### config.mk
export PLATFORM = sky130hd
export DESIGN_NAME = layer_seq_mult_signed16x2
export DESIGN_NICKNAME = d
export VERILOG_FILES = /design/src/rtl/layer_seq_mult_signed16x2.sv
export SDC_FILE = /design/constraint.sdc
export NUM_CORES = 1
export LEC_CHECK = 0
export BUFFER_PORTS_ARGS = -buffer_cell sky130_fd_sc_hd__clkbuf_2
export CAP_MARGIN = 20
export CORE_MARGIN = 3
export CORE_UTILIZATION = 62
export DETAILED_ROUTE_END_ITERATION = 6
export PLACE_DENSITY = 0.87
export SLEW_MARGIN = 20
export SYNTH_ARGS = -nofsm -noshare
export SYNTH_HDL_FRONTEND = slang
export SYNTH_SLANG_ARGS = --single-unit
### constraint.sdc
create_clock -name clk -period 5.9 [get_ports clk]
set_clock_uncertainty 0.05 [all_clocks]
set_input_delay 1.18 -clock clk [delete_from_list [all_inputs] [get_ports clk]]
set_output_delay 1.18 -clock clk [all_outputs]
set_load 0.03 [all_outputs]
### src/rtl/layer_seq_mult_signed16x2.sv
// Sequential signed WIDTH x WIDTH multiplier that reuses one external 2-bit
// partial-product layer, feeding it one radix-4 digit of B per cycle.
module layer_seq_mult_signed16x2 #(
    parameter int WIDTH = 16
) (
    input  logic                 clk,
    input  logic                 rst_n,
    input  logic                 in_valid,
    output logic                 in_ready,
    input  logic [WIDTH-1:0]     a_in,
    input  logic [WIDTH-1:0]     b_in,
    output logic [WIDTH-1:0]     layer_a,
    output logic                 layer_b_low,
    output logic                 layer_b_high,
    output logic                 layer_cin,
    input  logic [WIDTH+1:0]     layer_sum,
    output logic                 out_valid,
    input  logic                 out_ready,
    output logic [2*WIDTH-1:0]   product,
    output logic                 busy
);

    localparam int NDIG = WIDTH / 2;
    localparam int KW   = (NDIG > 1) ? $clog2(NDIG) : 1;
    localparam int AW   = 2 * WIDTH + 2;

    typedef enum logic [1:0] {IDLE, RUN, DONE} state_t;

    state_t                state, state_nxt;
    logic [KW-1:0]         k;
    logic [WIDTH-1:0]      a_reg, b_reg;
    logic signed [AW-1:0]  acc, acc_nxt, pp_ext;
    logic                  last_digit;
    logic                  accept;
    logic                  deliver;

    assign last_digit = (k == KW'(NDIG - 1));
    assign accept     = in_valid && (state == IDLE);
    assign deliver    = out_ready && (state == DONE);

    // The layer already applies the top digit's negative weight, so its result
    // is always a signed value and must be sign-extended before shifting.
    assign pp_ext  = {{WIDTH{layer_sum[WIDTH+1]}}, layer_sum};
    assign acc_nxt = acc + (pp_ext <<< {k, 1'b0});

    always_ff @(posedge clk or negedge rst_n) begin
        if (!rst_n) state <= IDLE;
        else        state <= state_nxt;
    end

    always_comb begin
        state_nxt = state;
        case (state)
            IDLE:    if (accept)     state_nxt = RUN;
            RUN:     if (last_digit) state_nxt = DONE;
            DONE:    if (deliver)    state_nxt = IDLE;
            default:                 state_nxt = IDLE;
        endcase
    end

    always_ff @(posedge clk or negedge rst_n) begin
        if (!rst_n) begin
            k       <= '0;
            a_reg   <= '0;
            b_reg   <= '0;
            acc     <= '0;
            product <= '0;
        end else begin
            if (accept) begin
                a_reg <= a_in;
                b_reg <= b_in;
                acc   <= '0;
                k     <= '0;
            end else if (state == RUN) begin
                acc <= acc_nxt;
                k   <= k + 1'b1;
                if (last_digit) product <= acc_nxt[2*WIDTH-1:0];
            end
        end
    end

    assign in_ready     = (state == IDLE);
    assign out_valid    = (state == DONE);
    assign busy         = (state != IDLE);
    assign layer_a      = a_reg;
    assign layer_b_low  = (state == RUN) && b_reg[{k, 1'b0}];
    assign layer_b_high = (state == RUN) && b_reg[{k, 1'b1}];
    assign layer_cin    = 1'b0;

endmodule

==> results.yml <==
run_status:
  outcome: "complete, no violations"
logic_synthesis:
  yosys.area_share.simple_pct: 17.0
  synth_ff_type: "dfrtp_1"
  synth_top_family_by_area: "compound AO/OA/AOI/OAI gates"
  synth_commonest_cells: "104 x nand2_1, 101 x dfrtp_1, 78 x o21ai_0"
  synth.most_common_cell: "nand2_1"
  synth_area_leaders: "dfrtp_1 39%, ha_1 6.4%, mux2_2 6.1%, o21ai_0 6.0%, nand2_1 6.0%"
  synthArstFlopShare_pct: 100
  syn_area_mm2: 0.00648
  ys_seq_area_share_pct: 39.0
  synth_largest_area_cell: "dfrtp_1"
  synth_edf_count: 0
  synth_seq_cells: 101
  synthAdderAreaFrac_pct: 6.68
  yosys.area.top_type_share_pct: 39.0
  synthMuxAreaShare_pct: 10.5
  synth_cell_types: 64
  yosysWarnings: 0
  postSynthCellCount: 722
  synth_compound_area_share_pct: 19.7
  synth_xor_area_share_pct: 3.46
  synthesis.nets: 810
  avgSynthCellArea_um2: 8.97
critical_path:
  max_stage_delay_ns: 1.05
  crit_buf_inv: 1
  path_delay_family: "flip-flops"
  crit_chain: "buf_4 > mux2_2 > o21ai_0 > a21oi_1 > ha_1 > nand4_1 > nor3_1 > nand2_1 > o21ai_2 > o21ai_4 > xnor3_1 > mux2_4"
  critPathSlowestCell: "dfrtp_1"
  endpoint_kind: "flip-flop"
  crit_required_ns: 6.15
  worstSetupPathType: "flip-flop to flip-flop"
  critPathArrivalTime_ns: 4.76
  cp_max_fo: 25
  worst_setup_path_start_kind: "flip-flop"
grt:
  grt_pass1_vias: 6042
  grt_max_degree: 65
  antenna_found_initial: 0
  grt_pass1_wl_um: 30000
  grt_usage_pct: 33.2
  grt.overflow.total: 0
die:
  die_h_um: 108
  die_width_um: 108
  placementRows: 36
  start_util_pct: 65.1
  core_mm2: 0.00995
  die-area_mm2: 0.0117
  io_pins: 108
hold_path:
  hp-class: "flip-flop to flip-flop"
place:
  dp.final_hpwl_um: 13600
  place_congestion: 0.908
  port_buffers: 106
sta:
  fmax_mhz: 221
  grt_setup_unrepaired: "no"
  fin_crit_sh_pct: 76.6
  period_needed_ns: 4.52
  finalSetupViolations: 0
  tns_ns: 0
  finalHoldViolations: 0
  drv_slew: 0
  tightestPinTransition_ns: 1.04
  max_slew_margin_pct: 30.5
  hold_ws_ns: 0.435
routing:
  drcViolationCount: 0
  drt_iter0_markers: 530
  post_drt_wl_per_cell_um: 19.5
  vias: 5991
  ant_nets: 0
  viasPerCell: 6.39
  firstDrtPassIters: 6
  drt-total-wl_um: 18300
clock_network:
  clk_path_buf_depth: 2
  post_cts_buffers: 0
  ctsResizeCount: 0
  h-tree-depth: 3
  cts_tree: "built"
  cts_inserted_buffers: 9
  post_cts_hold_buffer_count: 0
  cts_sinks: 101
  ctsRootBufferMaster: "clkbuf_8"
  insertion_delay_ns: 0.41
  clk_pin_slew_ns: 0.11
layout:
  fillers: 749
  syn_to_final_growth_pct: 11.9
  top_regs: "acc: 32 flops, product: 32 flops"
  nNetsFinal: 888
  antenna-diode-count: 0
  drive_above_1_share_pct: 22.4
run:
  maxCapViolations: 0
==> worst register-to-register path: cells and delay by family, from the launching register on <==
family,cells,cell delay (ns)
AO/OA/AOI/OAI,4,0.88
XOR/XNOR,1,0.19
adder cells (fa/ha/maj),1,0.55
buffers and inverters,1,0.34
flip-flops,1,1.05
multiplexers,2,0.62
AND/OR/NAND/NOR,3,0.72
==> metrics by stage <==
step | worst slack, ns | std cells | instance area (um^2) | utilization [%]
detailed placement | 1.50 | 922 | 7050 | 70.8
floorplan | 2.07 | 722 | 6480 | -
global route | 1.16 | 938 | 7250 | 72.8
global placement | 1.61 | 922 | 7050 | 70.8
CTS | 1.47 | 938 | 7240 | 72.8
finish | 1.38 | 938 | 7250 | 72.8
==> final timing paths <==
path | slack, ns | to | cells past startpoint | from
min in group asynchronous | 0.71 | product[10] | 1 | rst_n
worst min-delay path | 0.43 | product[14] | 2 | product[14]
worst max register to register | 1.38 | product[31] | 12 | k[0]
max in group asynchronous | 3.90 | k[2] | 2 | rst_n
worst min register to register | 0.43 | product[14] | 2 | product[14]
worst max-delay path | 1.38 | product[31] | 12 | k[0]
==> cells by family after synthesis <==
family,count (synthesis)
compound gates,208
fa+ha+maj,34
buf+inv,59
simple gates,237
flops,101
other cells,1
xor+xnor,24
mux,58
==> metal layers <==
layer / vias up / routed length (um) / part of all wire, % / track usage, %
li1: 2760 / - / - / -
met1: 2895 / 7290 / 40 / 41.4
met2: 292 / 8800 / 48 / 55.1
met3: 44 / 1580 / 8.7 / 8.06
met4: 0 / 583 / 3.2 / 14.4
met5: - / 0 / 0 / 0
==> area by class of cell <==
class                   instances  area (um^2)  share of cell area [%]
repair buffers                112          578                    7.98
well taps                     133          166                    2.30
multi-input cells             562         3730                    51.5
clock buffers                  11          141                    1.95
inverters                      14         52.6                   0.725
flip-flops and latches        101         2530                    34.9
clock inverters                 5         48.8                   0.673
==> cell usage in the layout (no fill, tap or decap), types with 7 or more instances in the layout <==
| master | n |
|---|---|
| o21bai_1 | 8 |
| ha_1 | 33 |
| nand4_1 | 10 |
| xor2_1 | 13 |
| o21a_1 | 7 |
| mux2i_1 | 18 |
| nor3_1 | 15 |
| nand3_1 | 43 |
| nand2b_1 | 7 |
| buf_4 | 7 |
| clkbuf_8 | 10 |
| o31ai_1 | 12 |
| o21ai_0 | 78 |
| a21oi_1 | 44 |
| nor2_1 | 27 |
| clkbuf_2 | 105 |
| xnor2_1 | 10 |
| and2_1 | 8 |
| mux2_2 | 35 |
| dfrtp_1 | 100 |
| nand2_1 | 102 |
| inv_1 | 13 |
| a21o_1 | 13 |
Power is left out: the tool's default activity adds up to more than one toggle a clock period on the data nets, which glitch-free logic cannot reach.
